File: src/rtl/radar_sync_controller.sv
// Radar simulator sequencer: calibration wait, ARP lock, azimuth tracking,
// gated TRIG forwarding and loss-of-signal / ACP-count supervision.
module radar_sync_controller #(
  parameter int DATA_WIDTH     = 32,
  parameter int TIMEOUT_SHIFT  = 1,
  parameter int MISMATCH_LIMIT = 2
) (
  input  logic                  S_AXIS_ACLK,
  input  logic                  S_AXIS_ARESET,
  input  logic                  ENABLE,
  input  logic                  CLR_ERR,
  input  logic                  RADAR_ARP_PE,
  input  logic                  RADAR_ACP_PE,
  input  logic                  RADAR_TRIG_PE,
  input  logic                  USEC_PE,
  input  logic                  CALIBRATED,
  input  logic [DATA_WIDTH-1:0] RADAR_ARP_US,
  input  logic [DATA_WIDTH-1:0] RADAR_ACP_CNT,
  input  logic [DATA_WIDTH-1:0] RADAR_TRIG_US,
  output logic [2:0]            STATE,
  output logic                  SIM_EN,
  output logic [DATA_WIDTH-1:0] AZIMUTH,
  output logic                  TRIG_OUT,
  output logic                  ERR_ARP_TIMEOUT,
  output logic                  ERR_TRIG_TIMEOUT,
  output logic                  ERR_ACP_MISMATCH
);

  localparam int DW = DATA_WIDTH;
  localparam logic [2:0] S_IDLE  = 3'd0;
  localparam logic [2:0] S_WCAL  = 3'd1;
  localparam logic [2:0] S_SYNC  = 3'd2;
  localparam logic [2:0] S_RUN   = 3'd3;
  localparam logic [2:0] S_FAULT = 3'd4;
  localparam logic [DW-1:0] ONES = '1;
  localparam logic [3:0] MM_LIM = 4'(MISMATCH_LIMIT);

  logic [2:0]    state, state_nxt, norm_nxt;
  logic [DW-1:0] arp_wd, trig_wd, arp_wd_nxt, trig_wd_nxt;
  logic [DW-1:0] acp_turn, az, az_max, acp_ld;
  logic [DW:0]   arp_lim, trig_lim;
  logic [3:0]    mm_cnt, mm_nxt;
  logic          active, in_run, sync_entry, run_entry;
  logic          arp_to, trig_to, mism, mm_fault;

  assign active     = (state == S_SYNC) || (state == S_RUN);
  assign in_run     = (state == S_RUN);
  assign sync_entry = (state != S_SYNC) && (state_nxt == S_SYNC);
  assign run_entry  = (state == S_SYNC) && (state_nxt == S_RUN);
  assign acp_ld     = {{(DW-1){1'b0}}, RADAR_ACP_PE};
  assign az_max     = (RADAR_ACP_CNT == '0) ? '0
                    : RADAR_ACP_CNT - DW'(1);

  assign arp_lim  = {1'b0, RADAR_ARP_US}
                  + {1'b0, RADAR_ARP_US >> TIMEOUT_SHIFT};
  assign trig_lim = {1'b0, RADAR_TRIG_US}
                  + {1'b0, RADAR_TRIG_US >> TIMEOUT_SHIFT};

  // Watchdog next values: restart on the reference pulse, else saturating count
  always_comb begin
    arp_wd_nxt  = arp_wd;
    trig_wd_nxt = trig_wd;
    if (RADAR_ARP_PE)
      arp_wd_nxt = {{(DW-1){1'b0}}, USEC_PE};
    else if (USEC_PE && arp_wd != ONES)
      arp_wd_nxt = arp_wd + DW'(1);
    if (RADAR_TRIG_PE)
      trig_wd_nxt = {{(DW-1){1'b0}}, USEC_PE};
    else if (USEC_PE && trig_wd != ONES)
      trig_wd_nxt = trig_wd + DW'(1);
  end

  assign arp_to  = active && (RADAR_ARP_US != '0)
                && ({1'b0, arp_wd_nxt} > arp_lim);
  assign trig_to = in_run && (RADAR_TRIG_US != '0)
                && ({1'b0, trig_wd_nxt} > trig_lim);
  assign mism    = in_run && RADAR_ARP_PE
                && (acp_turn != RADAR_ACP_CNT);

  // Consecutive-mismatch counter: bumps on a bad turn, clears on a good one
  always_comb begin
    mm_nxt = mm_cnt;
    if (mism)
      mm_nxt = (mm_cnt == 4'hF) ? mm_cnt : mm_cnt + 4'd1;
    else if (in_run && RADAR_ARP_PE)
      mm_nxt = '0;
  end

  assign mm_fault = mism && (mm_nxt >= MM_LIM);

  // Next state: enable drop, then error clear, then faults, then sequencing
  always_comb begin
    case (state)
      S_IDLE:  norm_nxt = S_WCAL;
      S_WCAL:  norm_nxt = CALIBRATED ? S_SYNC : S_WCAL;
      S_SYNC:  norm_nxt = RADAR_ARP_PE ? S_RUN : S_SYNC;
      S_RUN:   norm_nxt = S_RUN;
      S_FAULT: norm_nxt = S_FAULT;
      default: norm_nxt = S_IDLE;
    endcase
    state_nxt = norm_nxt;
    if (!ENABLE)
      state_nxt = S_IDLE;
    else if (CLR_ERR)
      state_nxt = (state == S_FAULT) ? S_WCAL : norm_nxt;
    else if (arp_to || trig_to || mm_fault)
      state_nxt = S_FAULT;
  end

  // Registered state, outputs, watchdogs, azimuth and error bookkeeping
  always_ff @(posedge S_AXIS_ACLK) begin
    if (S_AXIS_ARESET) begin
      state            <= S_IDLE;
      SIM_EN           <= 1'b0;
      TRIG_OUT         <= 1'b0;
      az               <= '0;
      acp_turn         <= '0;
      arp_wd           <= '0;
      trig_wd          <= '0;
      mm_cnt           <= '0;
      ERR_ARP_TIMEOUT  <= 1'b0;
      ERR_TRIG_TIMEOUT <= 1'b0;
      ERR_ACP_MISMATCH <= 1'b0;
    end else begin
      state    <= state_nxt;
      SIM_EN   <= (state_nxt == S_RUN);
      TRIG_OUT <= RADAR_TRIG_PE && in_run && ENABLE;
      if (ENABLE && CLR_ERR) begin
        ERR_ARP_TIMEOUT  <= 1'b0;
        ERR_TRIG_TIMEOUT <= 1'b0;
        ERR_ACP_MISMATCH <= 1'b0;
        mm_cnt           <= '0;
      end else if (ENABLE) begin
        ERR_ARP_TIMEOUT  <= ERR_ARP_TIMEOUT | arp_to;
        ERR_TRIG_TIMEOUT <= ERR_TRIG_TIMEOUT | trig_to;
        ERR_ACP_MISMATCH <= ERR_ACP_MISMATCH | mism;
        mm_cnt           <= mm_nxt;
      end
      if (sync_entry) begin
        arp_wd  <= '0;
        trig_wd <= '0;
      end else begin
        if (active) arp_wd  <= arp_wd_nxt;
        if (in_run) trig_wd <= trig_wd_nxt;
      end
      if (run_entry) begin
        az       <= acp_ld;
        acp_turn <= acp_ld;
      end else if (in_run) begin
        if (RADAR_ARP_PE) begin
          az       <= acp_ld;
          acp_turn <= acp_ld;
        end else if (RADAR_ACP_PE) begin
          acp_turn <= acp_turn + DW'(1);
          if (az < az_max) az <= az + DW'(1);
        end
      end
    end
  end

  assign STATE   = state;
  assign AZIMUTH = az;

endmodule

File: config.mk
export PLATFORM = sky130hd
export DESIGN_NAME = radar_sync_controller
export DESIGN_NICKNAME = d
export VERILOG_FILES = /design/src/rtl/radar_sync_controller.sv
export SDC_FILE = /design/constraint.sdc
export NUM_CORES = 1
export LEC_CHECK = 0
export ABC_AREA = 1
export ABC_CLOCK_PERIOD_IN_PS = 4800
export CORE_MARGIN = 1
export CORE_UTILIZATION = 54
export DETAILED_ROUTE_END_ITERATION = 6
export MAX_ROUTING_LAYER = met4
export PLACE_DENSITY_LB_ADDON = 0.15
export SYNTH_ARGS = -nofsm -noshare
export SYNTH_HDL_FRONTEND = slang
export SYNTH_SLANG_ARGS = --single-unit
File: constraint.sdc
create_clock -name S_AXIS_ACLK -period 4.8 [get_ports S_AXIS_ACLK]
set_input_delay 0.72 -clock S_AXIS_ACLK [delete_from_list [all_inputs] [get_ports S_AXIS_ACLK]]
set_output_delay 0.72 -clock S_AXIS_ACLK [all_outputs]
set_load 0.02 [all_outputs]
After elaboration in Yosys (flattened, before gate mapping) --
Index checks and enable logic that the tools add are counted.
Word-level totals: flip-flop bits (word level) 140, input bits 105, output and inout port bits 40, logic and storage cells 96
Cells by class: add/sub/neg operators 8, $lt $le $gt $ge 4, equality and inequality tests 11, multiplexer cells 24, bitwise gates (word level) 3, reductions and logical operators 33
Operator list (count):
- $mux W32 | 10
- $add A32 B1 Y32 const B | 4
- $add A32 B31 Y33 | 2
- $gt A32 B33 Y1 | 2
- $ne A32 B32 Y1 const B | 2
- $reduce_bool A32 Y1 | 2
- $logic_not A32 Y1 | 1
- $lt A32 B32 Y1 | 1
- $ne A32 B32 Y1 | 1
- $sub A32 B1 Y32 const B | 1
- $pmux W3 S5 | 1
- $logic_and A1 B1 Y1 | 14
- $eq A3 B2 Y1 const B | 4
- $mux W3 | 4
- $mux W4 | 3
- $reduce_and A3 Y1 | 2
- $reduce_bool A2 Y1 | 3
- $reduce_bool A3 Y1 | 2
- $reduce_or A2 Y1 | 3
- $mux W1 | 5
- $add A4 B1 Y4 const B | 1
- $eq A4 B4 Y1 const B | 1
- $ge A4 B2 Y1 const B | 1
- $reduce_and A2 Y1 | 2
- 7 further kinds | 11

Logic depth before layout (Yosys ltp) --
Gate-level depths: netlist of the first run.
depth in word-level cells 15, gate-level depth with buffers 38, gate-level depth less buffers 37

Worst setup path after synthesis of the first run --
No wires, ideal clock.
path kind in2reg, from in RADAR_ARP_US[0], to reg trig_wd[15], library setup time 117 ps, data arrival time 4488 ps, data required time 4683 ps, path slack 195 ps, stages 30, path buffers 1, cells stage by stage ha_1 inv_1 fa_1 o21ai_2 nand2_1 nand2_1 a21boi_1 o21ai_0 a21boi_1 o21bai_1 a21oi_1 o21ai_1 nand2_1 nand3_1 nand2_1 ha_1 nand2_1 nor4_1 nand2_1 nor2_1 nand3_1 nand2_1 inv_1 nand2_1 nand3_2 a21oi_2 nand2_1 o21ai_4 buf_6 nor2_1
On the way: cells in the longest elaborated chain, start to end 11, elaborated cells between the ends (all ways) 13, those cells by class 1 x add/sub; 1 x order compare; 1 x eq/ne; 3 x mux; 7 x reduce/logical
RTL lines:
- start: declaration | RTL line 17 | input logic [DATA_WIDTH-1:0] RADAR_ARP_US,
- $add A32 B31 Y33 or $reduce_bool A32 Y1 (tied branches) | RTL line 55, 73
- $gt A32 B33 Y1 or $logic_and A1 B1 Y1 (tied branches) | RTL line 74, 73
- $logic_and A1 B1 Y1 * | RTL line 74 | && ({1'b0, arp_wd_nxt} > arp_lim);
- $logic_or A1 B1 Y1 * (2 in series) | RTL line 106 | else if (arp_to || trig_to || mm_fault)
- $mux W3 * | RTL line 106
- $mux W3 * | RTL line 104 | else if (CLR_ERR)
- $mux W3 * | RTL line 102 | if (!ENABLE)
- $eq A3 B2 Y1 * | RTL line 48 | assign sync_entry = (state != S_SYNC) && (state_nxt == S_SYNC);
- $logic_and A1 B1 Y1 * | RTL line 48
- $reduce_or A2 Y1 (no line) *
- end signal: assignment | RTL line 144 | if (in_run) trig_wd <= trig_wd_nxt;
- end: declaration | RTL line 39 | logic [DW-1:0] arp_wd, trig_wd, arp_wd_nxt, trig_wd_nxt;
Mark *: on every way between the ends. The rest lies on a longest branch, timed or not. A chain may end at the register's enable or synchronous reset.

Worst setup path in the final report of the first run --
from in RADAR_ARP_US[11], to reg arp_wd[30]
On the way: cells in the longest elaborated chain, start to end 11, elaborated cells between the ends (all ways) 13, those cells by class 1 x add/sub; 1 x order compare; 1 x eq/ne; 3 x mux; 7 x reduce/logical
RTL lines:
- $add A32 B31 Y33 or $reduce_bool A32 Y1 (tied branches) | RTL line 55, 73
- $gt A32 B33 Y1 or $logic_and A1 B1 Y1 (tied branches) | RTL line 74, 73
- $logic_and A1 B1 Y1 * | RTL line 74
- $logic_or A1 B1 Y1 * (2 in series) | RTL line 106
- $mux W3 * | RTL line 106
- $mux W3 * | RTL line 104
- $mux W3 * | RTL line 102
- $eq A3 B2 Y1 * | RTL line 48
- $logic_and A1 B1 Y1 * | RTL line 48
- $reduce_or A2 Y1 (no line) *
- end signal: assignment | RTL line 143 | if (active) arp_wd <= arp_wd_nxt;
- end: declaration | RTL line 39
Marked as above.

==> metrics.cfg, run 1 <==
[worst_hold_path]
timing.hold.worst.start=ERR_ARP_TIMEOUT
worst_hold_path.num_cells=2
holdCritPathClass=register to register
sink_of_the_worst_hold_path=ERR_ARP_TIMEOUT

[sta]
fin_setup_tns_ps=0
finalSetupViolCount=0
max_slew_margin=0.5185
min_period_ps=4661
clock_skew_ps=13.49
achievable-frequency_mhz=214.6
worst-slew-pin-transition_ps=721.5
timing.final.crit_share=0.9710
final_hold_viol_count=0
finalMaxSlewViolations=0

[logic_synthesis]
netlist_area_mm2=0.01580
synth_top_cell_by_area=sky130_fd_sc_hd__dfxtp_1
ys.warnings.count=0
postSynth.topFlopCell=sky130_fd_sc_hd__dfxtp_1
syn_area_per_cell_um2=6.196
synth_enable_flop_cells=0
syn-instance-count=2550
asyncSetResetFlopFracSynth=0
synth_area_leaders=sky130_fd_sc_hd__dfxtp_1 18%, sky130_fd_sc_hd__ha_1 16%, sky130_fd_sc_hd__nand2_1 13%
synth_seq_cells=140
yosysUniqueCellTypes=61
portion_of_synthesized_cell_area_occupied_by_the_leading_cell_type=0.1774
postSynthNetCount=2854
synth_seq_area_share=0.1774

[run]
maxCapViolCount=0

[drt]
detailroute.via_count=18140
first_iter_violations=1501
post_detailed_route_wirelength_per_cell_um=15.24
drc=2
route.detailed.vias_per_inst=5.438
route.antenna.remaining_nets=0
route.final.wire_length_um=50830
detailedRoute.firstPassIterationCount=7

[floorplan]
design.die.area_mm2=0.02994
io-pin-count=145
initial_core_util=0.5490
dieHeight_um=173.0
die_w_um=173.0
num_rows=62
core_ar_mm2=0.02878

[critical_path]
maximum_fanout_count_along_the_critical_path=6
cp-end-kind=register
crit_path_top_delay_cell=sky130_fd_sc_hd__clkdlybuf4s50_1
timing.rr.start=trig_wd[7]
worst_ep_required_time_ps=5140
worst-endpoint-arrival_ps=5000
timing.reg2reg.worst_path_depth=32
cpLargestDelayFamily=compound AO/OA/AOI/OAI gates
critical_path.reg2reg.endpoint=arp_wd[30]
crit_type=input port to register
cp.depth=27
cp_num_buf_inv=6
worst-r2r-setup-slack_ps=280
cp_slowest_stage_delay_ps=450
setup.worst_path.start_class=input port

[clock_tree]
buffers_from_clock_root_to_sink_at_most=2
number_of_cts_inserted_buffers=17
cts_tree=built
insertion_delay_to_the_later_sink_of_the_worst_skew_pair_ps=450
clock_tree.htree_level_count=4
cts-root-buf=sky130_fd_sc_hd__clkbuf_16
cts_clock_pin_slew_for_the_worst_setup_and_hold_paths_ps=70
number_of_sinks_handled_by_clock_tree_synthesis=140

[finish]
area_growth_pct=35.67
seqCellArea_mm2=0.002813
finish.net_count=3241
finish.cell_count_without_fillers=3336
multi_input_comb_area_mm2=0.01244
drive_gt1_frac=0.1922
layout.core_utilization=0.7448
num-fill-cells=2285
fin_area_mm2=0.02143
layout_commonest_cell=sky130_fd_sc_hd__nand2_1
mostFrequentLayoutCells=525 x sky130_fd_sc_hd__nand2_1, 363 x sky130_fd_sc_hd__inv_1, 341 x sky130_fd_sc_hd__nor2_1

[place]
detailedPlacementHpwl_um=37560
place.gp.congestion=0.9610
port_buffers=144
total_instance_count_after_detailed_placement=3254
dpl_cell_area_mm2=0.01918

[status]
failed_checks=DRC
run_status=finished, violations left

[power_and_ir_drop]
power.combinational.fraction=0.362
switching_portion_of_total_power=0.3353
switchingPower_uw=1330
cellLeakagePower_uw=0.009381
power_density_mw_per_mm2=185.1
clockPowerShare=0.343
irDropWorstVdd_mv=0.2167
pwr-share-seq=0.295
internal_power_uw=2637
finalPower_uw=3968

[global_routing]
grt_first_pass_wirelength_um=79180
grt_start_max_net_pins=49
globalRouteTotalUtil=0.3309
grt-ovfl-total=0
via_count_of_the_first_global_routing_pass=16890
antenna_found_initial=1

==> metal layers <==
layer	wire (um)	up-vias	GRT usage
li1	-	9129	-
met1	21420	8267	0.3949
met2	25110	598	0.5724
met3	2673	147	0.04156
met4	1624	0	0.1121
met5	0	-	-
==> how the worst max path moves through the flow <==
stage,from,endpoint,slack (ps)
final,RADAR_ARP_US[11],arp_wd[30],140
after global placement,RADAR_ARP_US[2],trig_wd[16],-540
after floorplan,RADAR_ARP_US[0],trig_wd[15],190
after CTS,RADAR_ARP_US[0],arp_wd[30],0.2
after global routing,RADAR_TRIG_US[23],SIM_EN,-110
after detailed placement,RADAR_ARP_US[2],trig_wd[16],-720
==> through the flow <==
stage	hold WS, ps	worst slack, ps
2_1_floorplan	480.8	194.7
3_3_place_gp	438.9	-543.6
3_5_place_dp	445.5	-719.5
4_1_cts	455.9	0.1563
5_1_grt	471.5	-106.8
6_report	454.1	139.4
==> cells by family (layout without fill, tap and decap cells) <==
logic type,after synthesis,after routing,share of synthesized area
AO/OA/AOI/OAI,425,425,0.1524
XOR/XNOR,115,115,0.06375
adder cells (fa/ha/maj),199,199,0.1585
buffers and inverters,424,824,0.1060
flip-flops,140,140,0.1774
multiplexers,1,1,0.0006336
other,0,2,0
AND/OR/NAND/NOR,1246,1246,0.3413
==> tightest hold or removal path, delay by kind of cell, from the launching register on <==
kind            cells  cell delay [ps]
flops               1              310
buf+inv             1               50
compound gates      1               50
==> power by group through the flow <==
stage	Sequential, uW	Clock [uW]	Combinational, uW
5_1_grt	1170	1430	1560
3_3_place_gp	1200	0	1140
4_1_cts	1170	1370	1260
2_1_floorplan	1200	0	635
3_5_place_dp	1200	0	1170
6_report	1170	1360	1440
==> what timing repair did <==
| action | CTS | global route |
|---|---|---|
| pin swaps | 41 | 100 |
| hold buffers | 0 | 0 |
| gates resized for setup | 90 | 238 |
| setup endpoints to repair | 125 | 130 |
| gates cloned | 4 | 1 |
| setup buffers | 29 | 20 |
==> sequential cells by signal, indices dropped and copies added, names as in the netlist <==
register and cells:
AZIMUTH 32, ERR_ACP_MISMATCH 1, ERR_ARP_TIMEOUT 1, ERR_TRIG_TIMEOUT 1
SIM_EN 1, STATE 3, TRIG_OUT 1, acp_turn 32
arp_wd 32, mm_cnt 4, trig_wd 32
==> cell type report <==
class                      instances  share of cell area
tap                              384             0.02242
sequential                       140              0.1312
timing repair buffer             411              0.1712
multi-input combinational       1986              0.5802
clock inverter                    14            0.007472
inverter                         381             0.06672
clock buffer                      18             0.02049
antenna                            2           0.0002335
==> synthesized netlist by cell type (3+ instances only) <==
library cell / count
sky130_fd_sc_hd__buf_6: 8
sky130_fd_sc_hd__nor4_1: 31
sky130_fd_sc_hd__o211ai_1: 5
sky130_fd_sc_hd__nand3_2: 4
sky130_fd_sc_hd__ha_1: 197
sky130_fd_sc_hd__o21ai_0: 142
sky130_fd_sc_hd__dfxtp_1: 140
sky130_fd_sc_hd__o22ai_1: 4
sky130_fd_sc_hd__nor3b_1: 7
sky130_fd_sc_hd__or2_2: 11
sky130_fd_sc_hd__buf_4: 3
sky130_fd_sc_hd__a31oi_1: 11
sky130_fd_sc_hd__buf_1: 5
sky130_fd_sc_hd__nand3_1: 111
sky130_fd_sc_hd__a21boi_0: 9
sky130_fd_sc_hd__a21oi_1: 165
sky130_fd_sc_hd__nand4_1: 48
sky130_fd_sc_hd__nor3_2: 6
sky130_fd_sc_hd__buf_2: 10
sky130_fd_sc_hd__xor2_1: 60
sky130_fd_sc_hd__o21ai_1: 11
sky130_fd_sc_hd__nor3_1: 69
sky130_fd_sc_hd__a221oi_1: 3
sky130_fd_sc_hd__a211oi_1: 7
sky130_fd_sc_hd__and3_1: 5
sky130_fd_sc_hd__o21bai_1: 26
sky130_fd_sc_hd__o21a_1: 14
sky130_fd_sc_hd__or3_1: 3
sky130_fd_sc_hd__a21boi_1: 3
sky130_fd_sc_hd__nand3b_1: 6
sky130_fd_sc_hd__a21o_1: 11
sky130_fd_sc_hd__nand2_2: 7
sky130_fd_sc_hd__nor2_1: 365
sky130_fd_sc_hd__nand2_1: 553
sky130_fd_sc_hd__inv_2: 4
sky130_fd_sc_hd__clkbuf_1: 17
sky130_fd_sc_hd__inv_1: 375
sky130_fd_sc_hd__xnor2_1: 55
sky130_fd_sc_hd__nor2_2: 7
Note: power is estimated with default switching activity, not from simulation.
==> run 2: changes to the inputs <==
--- a/config.mk
+++ b/config.mk
@@ -8,8 +8,10 @@
 export ABC_AREA = 1
 export ABC_CLOCK_PERIOD_IN_PS = 4800
 export CORE_MARGIN = 1
-export CORE_UTILIZATION = 54
+export CORE_UTILIZATION = 55
+export CTS_BUF_LIST = sky130_fd_sc_hd__clkbuf_4
 export DETAILED_ROUTE_END_ITERATION = 6
+export GPL_ROUTABILITY_DRIVEN = 0
 export MAX_ROUTING_LAYER = met4
 export PLACE_DENSITY_LB_ADDON = 0.15
 export SYNTH_ARGS = -nofsm -noshare
==> run 2 against run 1 <==
The run now ends clean. Sequential cell count did not move. Sequential share of layout area up 0.64 points. Via count rose by 0.26%. First-iteration DRC count fell by 7.4%. Maximum frequency hardly changed. Wire length is 4.6% lower. Clock skew grew 30 ps. Die area is 1.8% lower. Combinational power decreased by 7%. Final area decreased by 4.6%. Count of clock-buffer cells in the layout down 1. Sequential power about the same. Critical path type unchanged. Largest power group unchanged. Highest routed layer unchanged.
==> metrics.cfg, run 2 (synthesized netlist as in run 1, its figures left out) <==
[status]
run_status=finished, final reports clean  ; was finished, violations left

[sta]
finalSetupViolCount=0  ; unchanged
finalMaxSlewViolations=0  ; unchanged
fin_setup_tns_ps=0  ; unchanged
final_hold_viol_count=0  ; unchanged
holdWs_ps=460.2  ; was 454.1 ps
clock_skew_ps=43.30  ; was 13.49 ps
achievable-frequency_mhz=214.7  ; was 214.6 MHz
worst-slew-pin-transition_ps=561.0  ; was 721.5 ps
timing.final.ws_setup_ps=141.3  ; was 139.4 ps
max_slew_margin=0.6225  ; was 0.5185
timing.final.crit_share=0.9706  ; was 0.9710
min_period_ps=4659  ; was 4661 ps

[power_and_ir_drop]
irDropWorstVdd_mv=0.1312  ; was 0.2167 mV
switching_portion_of_total_power=0.3691  ; was 0.3353
pwr-share-seq=0.347  ; was 0.295
power_density_mw_per_mm2=165.2  ; was 185.1 mW/mm2
cellLeakagePower_uw=0.009137  ; was 0.009381 uW
power.combinational.fraction=0.395  ; was 0.362
clockPowerShare=0.258  ; was 0.343
internal_power_uw=2131  ; was 2637 uW
switchingPower_uw=1247  ; was 1330 uW

[drt]
first_iter_violations=1390  ; was 1501
route.antenna.remaining_nets=0  ; unchanged
drc=0  ; was 2
post_detailed_route_wirelength_per_cell_um=14.60  ; was 15.24 um
route.detailed.vias_per_inst=5.475  ; was 5.438
route.final.wire_length_um=48490  ; was 50830 um
detailroute.via_count=18190  ; was 18140
detailedRoute.firstPassIterationCount=6  ; was 7

[clock_tree]
cts_tree=built  ; unchanged
insertion_delay_to_the_later_sink_of_the_worst_skew_pair_ps=600  ; was 450 ps
cts_clock_pin_slew_for_the_worst_setup_and_hold_paths_ps=130  ; was 70 ps
clock_tree.htree_level_count=4  ; unchanged
cts-root-buf=sky130_fd_sc_hd__clkbuf_4  ; was sky130_fd_sc_hd__clkbuf_16
buffers_from_clock_root_to_sink_at_most=2  ; unchanged
number_of_sinks_handled_by_clock_tree_synthesis=140  ; unchanged
number_of_cts_inserted_buffers=17  ; unchanged

[critical_path]
cp_slowest_stage_delay_ps=510  ; was 450 ps
maximum_fanout_count_along_the_critical_path=7  ; was 6
cp-startpoint=RADAR_ARP_US[9]  ; was RADAR_ARP_US[11]
worst-r2r-setup-slack_ps=160  ; was 280 ps
worst_ep_required_time_ps=5310  ; was 5140 ps
worst-endpoint-arrival_ps=5170  ; was 5000 ps
setup.worst_path.start_class=input port  ; unchanged
crit_path_top_delay_cell=sky130_fd_sc_hd__clkdlybuf4s50_1  ; unchanged
timing.rr.start=arp_wd[0]  ; was trig_wd[7]
crit_type=input port to register  ; unchanged
most_frequent_cp_cell=sky130_fd_sc_hd__nand2_1
cp-end-kind=register  ; unchanged

[place]
dpl_cell_area_mm2=0.01932  ; was 0.01918 mm2
port_buffers=144  ; unchanged
pre_cts_slack_ps=-767.9  ; was -719.5 ps
detailedPlacementHpwl_um=37310  ; was 37560 um

[finish]
layout_commonest_cell=sky130_fd_sc_hd__nand2_1  ; unchanged
area_growth_pct=29.41  ; was 35.67%
layout.core_utilization=0.7299  ; was 0.7448
mostFrequentLayoutCells=533 x sky130_fd_sc_hd__nand2_1, 372 x sky130_fd_sc_hd__inv_1, 353 x sky130_fd_sc_hd__nor2_1  ; was 525 x sky130_fd_sc_hd__nand2_1, 363 x sky130_fd_sc_hd__inv_1, 341 x sky130_fd_sc_hd__nor2_1
fin_area_mm2=0.02044  ; was 0.02143 mm2
finish.net_count=3233  ; was 3241
drive_gt1_frac=0.1499  ; was 0.1922

[floorplan]
die_w_um=171.5  ; was 173.0 um
num_rows=61  ; was 62
design.die.area_mm2=0.02941  ; was 0.02994 mm2
dieHeight_um=171.5  ; was 173.0 um
core_ar_mm2=0.02801  ; was 0.02878 mm2
initial_core_util=0.5640  ; was 0.5490
io-pin-count=145  ; unchanged

[worst_hold_path]
holdCritPathClass=register to register  ; unchanged
timing.hold.worst.start=ERR_ACP_MISMATCH  ; was ERR_ARP_TIMEOUT

[global_routing]
globalRouteTotalUtil=0.3215  ; was 0.3309
grt-ovfl-total=0  ; unchanged
grt_first_pass_wirelength_um=74930  ; was 79180 um
antenna_found_initial=2  ; was 1
via_count_of_the_first_global_routing_pass=16430  ; was 16890
grt_start_max_net_pins=54  ; was 49

[run]
maxCapViolCount=0  ; unchanged

[run 2: power by group through the flow]
| stage | Clock (uW) | Combinational [uW] | Sequential [uW] |
|---|---|---|---|
| after detailed placement | 0 | 1180 | 1200 |
| after global placement | 0 | 1150 | 1200 |
| after floorplan | 0 | 635 | 1200 |
| after CTS | 877 | 1210 | 1170 |
| after global routing | 933 | 1450 | 1170 |
| final | 872 | 1340 | 1170 |
[run 2: metal layers]
metal	track usage	vias up	wire length (um)
met4	0.1192	0	1727
li1	-	9126	-
met2	0.5490	630	23050
met5	-	-	0
met3	0.04119	150	3028
met1	0.3845	8283	20680
[run 2: cell type report]
cell class | count | area, um2
repair buffers | 403 | 3670
fillers | 2364 | 7566
well taps | 378 | 473.0
clock buffers | 17 | 127.6
flip-flops and latches | 140 | 2813
clock inverters | 15 | 175.2
multi-input cells | 1986 | 11750
diodes | 2 | 5.005
inverters | 381 | 1430
[run 2: path summary, 6_finish.rpt]
kind	cells past startpoint	end
max reg2reg	32	arp_wd[17]
max	30	arp_wd[17]
min	2	ERR_ACP_MISMATCH
min reg2reg	2	ERR_ACP_MISMATCH
[run 2: per-stage QoR]
stage          power [uW]  std cells
4_1_cts              3263       3302
3_3_place_gp         2346       3264
6_report             3378       3322
3_5_place_dp         2381       3264
5_1_grt              3559       3322
2_1_floorplan        1831       2550
[run 2: critical path: cells and delay by family]
family                     cells  cell delay (ps)
AOI/OAI and AO/OA              6              920
adders and majority gates      2              630
and+or+nand+nor               12             1340
buffers and inverters          9             1410
xor gates and xnor gates       1              110
[run 2: timing repair]
action / in CTS / in global routing
hold buffers: 0 / 0
hold endpoints to repair: 0 / 0
pin swaps: 12 / 52
endpoints found under the setup margin: 129 / 130
gates cloned: 1 / 8
resized for setup: 14 / 116
setup buffers: 5 / 10
==> run 3: changes to the inputs <==
--- a/config.mk
+++ b/config.mk
@@ -8,12 +8,12 @@
 export ABC_AREA = 1
 export ABC_CLOCK_PERIOD_IN_PS = 4800
 export CORE_MARGIN = 1
-export CORE_UTILIZATION = 55
+export CORE_UTILIZATION = 47
 export CTS_BUF_LIST = sky130_fd_sc_hd__clkbuf_4
 export DETAILED_ROUTE_END_ITERATION = 6
 export GPL_ROUTABILITY_DRIVEN = 0
 export MAX_ROUTING_LAYER = met4
-export PLACE_DENSITY_LB_ADDON = 0.15
+export PLACE_DENSITY_LB_ADDON = 0.1
 export SYNTH_ARGS = -nofsm -noshare
 export SYNTH_HDL_FRONTEND = slang
 export SYNTH_SLANG_ARGS = --single-unit
==> constraint.sdc (replaced) <==
create_clock -name S_AXIS_ACLK -period 4.8 [get_ports S_AXIS_ACLK]
set_input_delay 0.96 -clock S_AXIS_ACLK [delete_from_list [all_inputs] [get_ports S_AXIS_ACLK]]
set_output_delay 0.96 -clock S_AXIS_ACLK [all_outputs]
set_load 0.02 [all_outputs]
==> run 3 against run 2 <==
Maximum frequency fell by 0.19%. Clock power rose by 4.5%. First-iteration DRC count fell by 19%. Register-to-register slack improved by 100 ps. Core utilization fell by 6.2 points. Sequential cell count did not move. Hold slack improved by 15 ps. Via count rose by 0.26%. Final cell count rose by 5.2%. Critical path depth fell by 4. Global-route usage fell by 3.7 points. Sequential power barely moved. Highest routed layer unchanged.
==> metrics.cfg, run 3 (synthesized netlist as in run 1, its figures left out) <==
[sta]
holdWs_ps=474.9  ; was 460.2 ps
fin_setup_tns_ps=0  ; unchanged
finalMaxSlewViolations=0  ; unchanged
worst-slew-pin-transition_ps=736.3  ; was 561.0 ps
final_hold_viol_count=0  ; unchanged
min_period_ps=4667  ; was 4659 ps
max_slew_margin=0.5046  ; was 0.6225
achievable-frequency_mhz=214.3  ; was 214.7 MHz
clock_skew_ps=29.08  ; was 43.30 ps
timing.final.crit_share=0.9724  ; was 0.9706
finalSetupViolCount=0  ; unchanged

[finish]
mostFrequentLayoutCells=535 x sky130_fd_sc_hd__nand2_1, 369 x sky130_fd_sc_hd__inv_1, 351 x sky130_fd_sc_hd__nor2_1  ; was 533 x sky130_fd_sc_hd__nand2_1, 372 x sky130_fd_sc_hd__inv_1, 353 x sky130_fd_sc_hd__nor2_1
area_growth_pct=38.70  ; was 29.41%
num-fill-cells=2989  ; was 2364
layout_commonest_cell=sky130_fd_sc_hd__nand2_1  ; unchanged
drive_gt1_frac=0.2043  ; was 0.1499
finish.net_count=3341  ; was 3233

[power_and_ir_drop]
power.combinational.fraction=0.416  ; was 0.395
pwr-share-seq=0.328  ; was 0.347
clockPowerShare=0.255  ; was 0.258
irDropWorstVdd_mv=0.1656  ; was 0.1312 mV
power_density_mw_per_mm2=162.7  ; was 165.2 mW/mm2
internal_power_uw=2324  ; was 2131 uW
switchingPower_uw=1242  ; was 1247 uW
cellLeakagePower_uw=0.009769  ; was 0.009137 uW
switching_portion_of_total_power=0.3483  ; was 0.3691

[floorplan]
num_rows=66  ; was 61
dieHeight_um=185.3  ; was 171.5 um
core_ar_mm2=0.03278  ; was 0.02801 mm2
design.die.area_mm2=0.03435  ; was 0.02941 mm2
io-pin-count=145  ; unchanged
die_w_um=185.3  ; was 171.5 um
initial_core_util=0.4819  ; was 0.5640

[critical_path]
setup.worst_path.start_class=input port  ; unchanged
crit_path_top_delay_cell=sky130_fd_sc_hd__clkdlybuf4s50_1  ; unchanged
maximum_fanout_count_along_the_critical_path=8  ; was 7
most_frequent_cp_cell=sky130_fd_sc_hd__nand2_2  ; was sky130_fd_sc_hd__nand2_1
cp-end-kind=register  ; unchanged
worst-endpoint-arrival_ps=5160  ; was 5170 ps
cp_slowest_stage_delay_ps=490  ; was 510 ps
crit_type=input port to register  ; unchanged
worst_ep_required_time_ps=5290  ; was 5310 ps

[global_routing]
via_count_of_the_first_global_routing_pass=16430  ; about the same
antenna_found_initial=1  ; was 2
globalRouteTotalUtil=0.2848  ; was 0.3215
grt-ovfl-total=0  ; unchanged
grt_first_pass_wirelength_um=77080  ; was 74930 um
grt_start_max_net_pins=54  ; unchanged

[drt]
first_iter_violations=1123  ; was 1390
post_detailed_route_wirelength_per_cell_um=14.19  ; was 14.60 um
route.antenna.remaining_nets=0  ; unchanged
detailroute.via_count=18240  ; was 18190
route.final.wire_length_um=49560  ; was 48490 um
route.detailed.vias_per_inst=5.220  ; was 5.475
drc=0  ; unchanged
detailedRoute.firstPassIterationCount=5  ; was 6

[place]
detailedPlacementHpwl_um=38450  ; was 37310 um
port_buffers=144  ; unchanged

[run]
maxCapViolCount=0  ; unchanged

[status]
run_status=finished, final reports clean  ; unchanged

[clock_tree]
buffers_from_clock_root_to_sink_at_most=2  ; unchanged
clock_tree.htree_level_count=4  ; unchanged
cts-root-buf=sky130_fd_sc_hd__clkbuf_4  ; unchanged
insertion_delay_to_the_later_sink_of_the_worst_skew_pair_ps=590  ; was 600 ps
cts_tree=built  ; unchanged
cts_clock_pin_slew_for_the_worst_setup_and_hold_paths_ps=140  ; was 130 ps
number_of_cts_inserted_buffers=17  ; unchanged
number_of_sinks_handled_by_clock_tree_synthesis=140  ; unchanged

[worst_hold_path]
holdCritPathClass=register to register  ; unchanged

## run 3: cell count changes in the layout (fill, tap and decap cells not counted), sizes merged, moves of 6 or more
cell / delta
buf: +111
clkdlybuf4s50: -22
dlygate4sd2: +10
dlymetal6s2s: +7
inv: -7
clkinv: +6
## run 3: per-layer routing
| metal | up-vias | global-route usage | part of all wire | wire, um |
|---|---|---|---|---|
| met2 | 505 | 0.4801 | 0.48 | 23870 |
| li1 | 9334 | - | - | - |
| met1 | 8312 | 0.3534 | 0.44 | 22000 |
| met5 | - | - | 0 | 0 |
| met4 | 0 | 0.09025 | 0.024 | 1196 |
| met3 | 86 | 0.03185 | 0.050 | 2495 |
## run 3: metrics by stage
stage	worst slack [ps]	power [uW]	std cells	instance area, um2	utilization
6_report	132.5	3566	3494	21910	0.6684
2_1_floorplan	5.927	1831	2550	15800	-
3_5_place_dp	-1068	2463	3427	20130	0.6140
3_3_place_gp	-992.4	2442	3427	20130	0.6140
4_1_cts	-11.68	3440	3472	20910	0.6379
5_1_grt	-61.91	3769	3493	21910	0.6683
## run 3: final cells by class
type	count	area (um2)	area share
diodes	2	5.005	0.0002284
clock buffers	17	127.6	0.005824
clock inverters	15	196.4	0.008965
inverters	381	1430	0.06527
multi-input cells	1986	12330	0.5629
flip-flops and latches	140	2811	0.1283
well taps	442	553.0	0.02524
repair buffers	511	4454	0.2033
## run 3: repair_timing
action / CTS / global route
cloned: 2 / 3
pin swaps: 50 / 74
resized for setup: 83 / 172
endpoints found under the setup margin: 128 / 132
setup buffers: 12 / 17
hold buffers: 0 / 0
## run 3: critical path, delay by kind of cell
kind                       cells  cell delay (ps)
AOI/OAI and AO/OA              5              900
xor gates and xnor gates       1              130
adders and majority gates      2              600
buffers and inverters          6             1160
and+or+nand+nor               12             1380
## run 3: power groups by stage
stage                     sequential, uW  combinational (uW)  clock, uW
after CTS                           1170                1340        929
after global routing                1170                1620        980
after global placement              1200                1250          0
after detailed placement            1200                1270          0
final                               1170                1480        911
after floorplan                     1200                 635          0
## run 3: final timing paths
check	startpoint	endpoint	slack (ps)	cells after the start
min reg2reg	ERR_ACP_MISMATCH	ERR_ACP_MISMATCH	470	2
min	ERR_ACP_MISMATCH	ERR_ACP_MISMATCH	470	2
max	RADAR_ARP_US[18]	trig_wd[8]	130	26
max reg2reg	trig_wd[20]	trig_wd[8]	260	34
